$ cat src/rtl/uart_tx_arbiter.sv
// uart_tx_arbiter: round-robin arbiter feeding bytes from N_REQ requesters to one UART transmitter.
//
// Ports:
//   clock, reset        : system clock, synchronous active-high reset
//   req, req_data       : per-requester level request and packed bytes (slice i = [i*NB_DATA +: NB_DATA])
//   ack, done           : one-hot pulses: byte latched / byte finished transmitting
//   busy                : high whenever the arbiter is not idle
//   timeout             : one-cycle pulse when the watchdog aborts a transfer
//   din, tx_start       : byte and start pulse to the transmitter
//   tx_done_tick        : end-of-frame pulse from the transmitter
//
// Build option: define UART_TX_ARB_TIMEOUT_EN to enable the BUSY watchdog
// (TIMEOUT_CYCLES); otherwise timeout is tied to 0 and BUSY waits forever.
module uart_tx_arbiter #(
    parameter int NB_DATA        = 8,
    parameter int N_REQ          = 4,
    parameter int TIMEOUT_CYCLES = 100000
) (
    input  logic                     clock,
    input  logic                     reset,
    input  logic [N_REQ-1:0]         req,
    input  logic [N_REQ*NB_DATA-1:0] req_data,
    output logic [N_REQ-1:0]         ack,
    output logic [N_REQ-1:0]         done,
    output logic                     busy,
    output logic                     timeout,
    output logic [NB_DATA-1:0]       din,
    output logic                     tx_start,
    input  logic                     tx_done_tick
);
    localparam int LW = $clog2(N_REQ);

    typedef enum logic [1:0] {IDLE, START, BUSY, DONE} state_t;

    state_t        state;
    logic [LW-1:0] cur;
    logic [LW-1:0] last_grant;
    logic [LW-1:0] sel;

    // Walk downward so the requester closest above last_grant wins.
    always_comb begin
        sel = last_grant;
        for (int i = N_REQ; i >= 1; i--)
            if (req[(int'(last_grant) + i) % N_REQ]) sel = LW'((int'(last_grant) + i) % N_REQ);
    end

`ifdef UART_TX_ARB_TIMEOUT_EN
    localparam int CW = $clog2(TIMEOUT_CYCLES + 1);
    logic [CW-1:0] cnt;
`else
    assign timeout = 1'b0;
`endif

    always_ff @(posedge clock) begin
        if (reset) begin
            state      <= IDLE;
            cur        <= '0;
            last_grant <= LW'(N_REQ - 1);
            din        <= '0;
            ack        <= '0;
            done       <= '0;
            busy       <= 1'b0;
            tx_start   <= 1'b0;
`ifdef UART_TX_ARB_TIMEOUT_EN
            timeout    <= 1'b0;
            cnt        <= '0;
`endif
        end else begin
`ifdef UART_TX_ARB_TIMEOUT_EN
            timeout <= 1'b0;
`endif
            case (state)
                IDLE: if (|req) begin
                    state      <= START;
                    din        <= req_data[sel*NB_DATA +: NB_DATA];
                    cur        <= sel;
                    last_grant <= sel;
                    ack        <= N_REQ'(1) << sel;
                    tx_start   <= 1'b1;
                    busy       <= 1'b1;
                end
                START: begin
                    state    <= BUSY;
                    ack      <= '0;
                    tx_start <= 1'b0;
`ifdef UART_TX_ARB_TIMEOUT_EN
                    cnt      <= '0;
`endif
                end
                BUSY: begin
                    // A frame end in the expiry cycle still counts as success.
                    if (tx_done_tick) begin
                        state <= DONE;
                        done  <= N_REQ'(1) << cur;
                    end
`ifdef UART_TX_ARB_TIMEOUT_EN
                    else if (cnt == CW'(TIMEOUT_CYCLES - 1)) begin
                        state   <= IDLE;
                        busy    <= 1'b0;
                        timeout <= 1'b1;
                    end else cnt <= cnt + 1'b1;
`endif
                end
                DONE: begin
                    state <= IDLE;
                    done  <= '0;
                    busy  <= 1'b0;
                end
                default: state <= IDLE;
            endcase
        end
    end
endmodule

$ cat config.mk
export PLATFORM = sky130hd
export DESIGN_NAME = uart_tx_arbiter
export DESIGN_NICKNAME = d
export VERILOG_FILES = /design/src/rtl/uart_tx_arbiter.sv
export SDC_FILE = /design/constraint.sdc
export NUM_CORES = 1
export LEC_CHECK = 0
export ABC_AREA = 1
export CORE_MARGIN = 2
export CORE_UTILIZATION = 30
export DETAILED_ROUTE_END_ITERATION = 8
export GPL_ROUTABILITY_DRIVEN = 0
export SYNTH_ARGS = -nofsm -noshare
export SYNTH_HDL_FRONTEND = slang
export SYNTH_SLANG_ARGS = --single-unit
$ cat constraint.sdc
create_clock -name clock -period 3.1 [get_ports clock]
set_input_delay 0.62 -clock clock [delete_from_list [all_inputs] [get_ports clock]]
set_output_delay 0.62 -clock clock [all_outputs]
set_load 0.005 [all_outputs]
==> impl_table.tex, run 1 <==
\begin{tabular}{lr}
\hline
Metric & Value \\
\hline
\multicolumn{2}{l}{\textbf{GRT}} \\
GRT met3 Usage & 3.31\% \\
Global-route wire length before repair & 6240 um \\
Number of antenna violations at the first check in global routing & 0 \\
Global route overflow & 0 \\
Peak-usage layer in the global routing report & met2 \\
GRT met2 Usage & 24.9\% \\
Maximum number of pins on one net before global-route repair & 27 \\
Met1 usage & 17.4\% \\
Total routing usage reported by global routing & 14.0\% \\
Vias in the first global route & 1495 \\
\multicolumn{2}{l}{\textbf{Min path}} \\
Min-delay worst type & reg2reg \\
\multicolumn{2}{l}{\textbf{Floorplanning}} \\
DIE AREA & 0.00568 sq mm \\
Starting utilization of the core area & 31.7\% \\
Chip height & 75.4 um \\
Top Ports & 58 \\
Horizontal die dimension & 75.4 um \\
Core ar. & 0.00482 sq mm \\
Row count & 25 \\
\multicolumn{2}{l}{\textbf{Yosys}} \\
Distinct cell type count of the synthesized netlist & 27 \\
Register bit total from synthesis & 24 \\
Cell area after synthesis & 0.00153 sq mm \\
Post-synthesis cell count & 231 \\
Mean cell area of the mapped netlist & 6.61 sq um \\
Biggest area contributors in the synthesized netlist & dfxtp\_1 31\%, nand2\_1 11\%, nor2\_1 9.8\% \\
Leading post-synthesis cells by instance count & 46 x nand2\_1, 40 x nor2\_1, 24 x dfxtp\_1, 24 x nand3\_1, 22 x inv\_1 \\
Post-synth top flop & dfxtp\_1 \\
Synth warnings & 0 \\
Synthesized netlist net count & 274 \\
Number of enable-type register cells in the synthesized netlist & 0 \\
Post-synthesis cell type with the largest combined area & dfxtp\_1 \\
Share of async-settable or async-resettable flops after synthesis & 0\% \\
Area fraction of the dominant cell type after synthesis & 31.4\% \\
Seq/Total Area, Yosys & 31.4\% \\
Most numerous cell in the Yosys netlist & nand2\_1 \\
\multicolumn{2}{l}{\textbf{Routing}} \\
Post-DRT Antenna Nets & 0 \\
Wire length per cell after detailed routing & 10.9 um \\
Length of the first detailed-routing pass in iterations & 4 \\
Overall routed net length & 3800 um \\
Drt initial violations & 53 \\
Total via count in the routed design & 1592 \\
DRC violation count after routing & 0 \\
Detailed-route vias per instance & 4.56 \\
\multicolumn{2}{l}{\textbf{Timing}} \\
Highest achievable clock rate & 470 MHz \\
Count of pins over their slew limit & 0 \\
Setup violation total in the final timing report & 0 \\
Count of final hold-check violations & 0 \\
Unrepaired setup endpoints after global routing & false \\
Final critical path time including I/O delays and setup & 2.13 ns \\
Final worst path period share & 68.7\% \\
Setup TNS & 0 ns \\
Worst slew pin tran & 0.562 ns \\
Max\_slew headroom & 62.2\% \\
Setup skew after layout & 0.00330 ns \\
\multicolumn{2}{l}{\textbf{Clock tree}} \\
Buffer type at the clock tree root & clkbuf\_8 \\
TritonCTS clock tree & done \\
Num CTS Buffers & 3 \\
Number of hold-repair buffers added at the cts stage & 0 \\
Maximum number of buffers from clock root to sink & 2 \\
Maximum level of the CTS H-tree & 1 \\
TritonCTS Sinks & 24 \\
Cells resized by post-CTS repair & 0 \\
Clock slew seen by the registers of the worst setup and hold paths & 0.08 ns \\
Clk Latency, worst-skew pair & 0.26 ns \\
Buffers inserted by post-CTS timing repair & 0 \\
\multicolumn{2}{l}{\textbf{Layout}} \\
Total number of nets in the final design & 327 \\
Synth-to-layout area growth & 40.5\% \\
Fraction of layout cells with a size suffix above 1 & 7.80\% \\
Inserted Diodes & 0 \\
Non-filler instance count after layout & 349 \\
\multicolumn{2}{l}{\textbf{Worst setup path}} \\
Endpoint arrival time on the critical path & 2.29 ns \\
Highest fanout seen on the critical path & 26 \\
Nature of the critical path endpoint & flip-flop \\
Setup slack, reg-to-reg & 1.13 ns \\
Worst setup path category & in2reg \\
Required time of the worst setup path & 3.26 ns \\
Startpoint kind of the worst setup timing path & input pin \\
\multicolumn{2}{l}{\textbf{Pwr}} \\
Share of power burned in registers & 24.9\% \\
Internal Pwr Total & 1.13 mW \\
Fraction of power consumed by combinational cells & 66.8\% \\
Clock share of power & 8.4\% \\
Switching component of the power & 1.03 mW \\
Switching share of power & 47.9\% \\
Overall Power & 2.16 mW \\
Power density of the placed cells & 1010 mW/mm\^{}2 \\
Static Leak & 0.950 nW \\
Max IR drop VDD & 0.544 mV \\
\multicolumn{2}{l}{\textbf{Place}} \\
Input/output buffers & 56 \\
Inst Count DP & 346 \\
DP Wirelength & 2920 um \\
\multicolumn{2}{l}{\textbf{Run status}} \\
Run status & finished, final reports clean \\
\multicolumn{2}{l}{\textbf{Run}} \\
Max-cap check violation count & 0 \\
\hline
\end{tabular}
## per-layer routing
metal  vias to the layer above  share of wire (%)
met5                         -                  0
met4                         0               0.39
met3                         2                4.4
met2                        39                 48
met1                       706                 47
li1                        845                  -
## cells in the final DEF, fill, tap and decap left out, drive strengths merged
cell | netlist | layout
or2 | 1 | 1
nor2 | 41 | 41
o211ai | 2 | 2
dfxtp | 24 | 24
clkbuf | 4 | 3
nand3 | 25 | 25
conb | 1 | 1
a21oi | 11 | 11
o21ai | 18 | 18
inv | 27 | 27
nor4 | 1 | 1
a221oi | 1 | 1
buf | 6 | 2
nor3 | 2 | 2
ha | 4 | 4
nand4 | 8 | 8
nand2 | 55 | 55
clkdlybuf4s50 | 0 | 56
## critical path, cell delays in order
cell             delay (ns)
clkdlybuf4s50_1        0.53
nand2_1                0.07
nand2_1                0.08
nand2_1                0.05
nand2_1                0.08
inv_2                  0.05
nand2_4                0.07
nand3_4                0.16
nand2_8                0.23
inv_2                  0.06
nor2_1                 0.09
nor2_1                 0.05
nor2_1                 0.09
nor2_1                 0.04
## kinds of logic (layout without fill, tap and decap cells)
kind of cell               Yosys count  count (layout)  synth area share (%)
DFF                                 24              24                  31.4
AOI/OAI and AO/OA                   32              32                  11.1
buffers and inverters               37              88                  12.5
and+or+nand+nor                    133             133                  41.4
other                                1               1                 0.245
adders and majority gates            4               4                  3.28
## layout make-up
| cell class | instances | area (sq um) |
|---|---|---|
| Tap cell | 67 | 83.8 |
| Timing Repair Buffer | 58 | 576 |
| Inverter | 27 | 109 |
| Multi-Input combinational cell | 170 | 856 |
| Clock buffer | 3 | 41.3 |
| Sequential cell | 24 | 480 |
| Fill cell | 525 | 2670 |
## registers in the layout, summed over array words and instances, names as in the netlist
| name | count |
|---|---|
| tx_start | 1 |
| state | 2 |
| cur | 2 |
| done | 4 |
| ack | 4 |
| last_grant | 2 |
| busy | 1 |
| din | 8 |
## final timing paths
| kind | end | from | depth (start not counted) |
|---|---|---|---|
| setup / recovery | din[3] | req[1] | 14 |
| hold / removal | tx_start | tx_start | 2 |
| setup reg to reg | din[3] | last_grant[0] | 13 |
| hold reg to reg | tx_start | tx_start | 2 |
## power by group through the flow
stage          clock network (mW)  logic [mW]  registers (mW)
2_1_floorplan                   0        1.13           0.525
3_3_place_gp                    0        1.44           0.545
3_5_place_dp                    0        1.45           0.544
4_1_cts                     0.191        1.46           0.538
5_1_grt                     0.201        1.64           0.556
6_report                    0.181        1.44           0.537
## metrics by stage
step	setup slack, ns	utilization, %	area [sq um]	hold WS, ns
after floorplan	1.37	-	1530	0.462
after global placement	0.695	43.7	2100	0.463
after detailed placement	0.686	43.7	2100	0.461
after CTS	0.958	44.5	2150	0.480
after global routing	0.779	44.5	2150	0.506
final	0.972	44.5	2150	0.477
Note: power is estimated with default switching activity, not from simulation.
==> run 2: changes to the inputs <==
==> constraint.sdc (replaced) <==
create_clock -name clock -period 2 [get_ports clock]
set_input_delay 0.4 -clock clock [delete_from_list [all_inputs] [get_ports clock]]
set_output_delay 0.4 -clock clock [all_outputs]
set_load 0.005 [all_outputs]
==> impl_table.tex, run 2 (synthesis gave the netlist of run 1 again) <==
\begin{tabular}{lr}
\hline
Metric & Value \\
\hline
\multicolumn{2}{l}{\textbf{Run status}} \\
Run status & finished, final reports clean \\
\multicolumn{2}{l}{\textbf{Floorplanning}} \\
DIE AREA & 0.00568 sq mm \\
Starting utilization of the core area & 31.7\% \\
Chip height & 75.4 um \\
Row count & 25 \\
Horizontal die dimension & 75.4 um \\
Core ar. & 0.00482 sq mm \\
Top Ports & 58 \\
\multicolumn{2}{l}{\textbf{Worst setup path}} \\
Nature of the critical path endpoint & flip-flop \\
Count of cells along the worst register-to-register path & 13 \\
Critical register-to-register path startpoint & last\_grant[0] \\
Critical R2R Capture & din[3] \\
Setup slack, reg-to-reg & 0.28 ns \\
Startpoint kind of the worst setup timing path & input pin \\
Highest fanout seen on the critical path & 25 \\
Endpoint arrival time on the critical path & 1.99 ns \\
Worst setup path category & in2reg \\
Required time of the worst setup path & 2.17 ns \\
\multicolumn{2}{l}{\textbf{Timing}} \\
Final critical path time including I/O delays and setup & 1.82 ns \\
Setup skew after layout & 0.00113 ns \\
Final worst path period share & 91.2\% \\
Crit path setup slack, layout & 0.175 ns \\
Count of final hold-check violations & 0 \\
Setup TNS & 0 ns \\
Unrepaired setup endpoints after global routing & false \\
Worst slew pin tran & 0.518 ns \\
Worst hold margin & 0.476 ns \\
Max\_slew headroom & 65.1\% \\
Setup violation total in the final timing report & 0 \\
Highest achievable clock rate & 548 MHz \\
Count of pins over their slew limit & 0 \\
\multicolumn{2}{l}{\textbf{Place}} \\
DP Wirelength & 3000 um \\
Worst slack, placed & -0.115 ns \\
Input/output buffers & 56 \\
Inst Count DP & 358 \\
\multicolumn{2}{l}{\textbf{Layout}} \\
Largest registers & din: 8 flops, ack: 4 flops, done: 4 flops \\
Leading cell type in the layout, fill and taps excluded & clkdlybuf4s50\_1 \\
Synth-to-layout area growth & 48.2\% \\
Non-filler instance count after layout & 362 \\
Largest reg by FF count & din \\
Total number of nets in the final design & 339 \\
Fraction of layout cells with a size suffix above 1 & 12.2\% \\
Layout fillers & 525 \\
Flip-flop count of the largest register after layout & 8 \\
Commonest cells after routing, fill and taps aside & 56 x clkdlybuf4s50\_1, 46 x nand2\_1, 40 x nor2\_1 \\
Inserted Diodes & 0 \\
Post-Route Utilization & 47.0\% \\
\multicolumn{2}{l}{\textbf{Run}} \\
Max-cap check violation count & 0 \\
\multicolumn{2}{l}{\textbf{Min path}} \\
Hold Path Stages & 2 \\
Min-delay worst type & reg2reg \\
Endpoint, Worst Hold & tx\_start \\
Hold wc startpoint & tx\_start \\
\multicolumn{2}{l}{\textbf{Pwr}} \\
Power density of the placed cells & 1620 mW/mm\^{}2 \\
Static Leak & 1.02 nW \\
Max IR drop VDD & 0.811 mV \\
\multicolumn{2}{l}{\textbf{GRT}} \\
Peak-usage layer in the global routing report & met2 \\
Global-route wire length before repair & 6490 um \\
Vias in the first global route & 1476 \\
Met1 usage & 19.7\% \\
GRT met2 Usage & 24.5\% \\
Maximum number of pins on one net before global-route repair & 26 \\
Global route overflow & 0 \\
GRT met3 Usage & 3.04\% \\
Total routing usage reported by global routing & 14.7\% \\
Number of antenna violations at the first check in global routing & 0 \\
\multicolumn{2}{l}{\textbf{Clock tree}} \\
Clk Latency, worst-skew pair & 0.27 ns \\
TritonCTS clock tree & done \\
Maximum level of the CTS H-tree & 1 \\
Num CTS Buffers & 3 \\
TritonCTS Sinks & 24 \\
Clock slew seen by the registers of the worst setup and hold paths & 0.09 ns \\
Maximum number of buffers from clock root to sink & 2 \\
Buffer type at the clock tree root & clkbuf\_8 \\
\multicolumn{2}{l}{\textbf{Routing}} \\
Post-DRT Antenna Nets & 0 \\
Total via count in the routed design & 1644 \\
DRC violation count after routing & 0 \\
Overall routed net length & 3880 um \\
Length of the first detailed-routing pass in iterations & 4 \\
Drt initial violations & 59 \\
Detailed-route vias per instance & 4.54 \\
Wire length per cell after detailed routing & 10.7 um \\
\hline
\end{tabular}
==> run 2: area by class of cell <==
cell class	instances	area [sq um]	share of cell area, %
Sequential cell	24	482	21.3
Inverter	27	109	4.81
Clock buffer	4	55.1	2.43
Tap cell	67	83.8	3.70
Multi-Input combinational cell	170	856	37.8
Timing Repair Buffer	70	678	30.0
==> run 2: repair_timing <==
action | CTS | global route
buffers inserted | 0 | 0
hold buffers | 0 | 0
setup endpoints to repair | 0 | 10
resized for setup | 0 | 1
==> run 2: metal layers <==
layer,vias up,part of all wire [%],routed length [um]
met5,-,0,0
met4,0,0.90,35
met3,4,4.9,192
met2,36,45,1740
met1,727,49,1910
li1,877,-,-
==> run 2: power breakdown <==
part	switching [mW]	total, mW	internal (mW)
registers	0.149	0.837	0.688
logic	1.35	2.49	1.13
clock network	0.160	0.336	0.176
total	1.66	3.66	2.00
==> run 2: worst max path at each step <==
stage	to	cells after the start	slack (ns)	from
final	din[3]	14	0.18	req[3]
after global routing	ack[3]	8	0.02	req[0]
after CTS	din[3]	13	0.08	last_grant[0]
after detailed placement	din[3]	14	-0.11	req[3]
after global placement	din[3]	14	-0.12	req[0]
after floorplan	din[1]	15	0.42	last_grant[0]
==> run 2: worst max-delay path: stages <==
cell and delay [ns]:
clkdlybuf4s50_1 0.48, inv_1 0.06, o21ai_1 0.17, nand2_1 0.10
nand2_1 0.09, inv_2 0.06, nand2_4 0.09, nand2_8 0.07
nand2_8 0.14, inv_2 0.06, nor2_1 0.09, nor2_1 0.05
nor2_1 0.09, nor2_1 0.05
==> run 2: metrics by stage <==
step           cell area (sq um)  total power [mW]
2_1_floorplan               1530              2.57
3_3_place_gp                2210              3.34
3_5_place_dp                2210              3.35
4_1_cts                     2260              3.71
5_1_grt                     2260              4.06
6_report                    2260              3.66
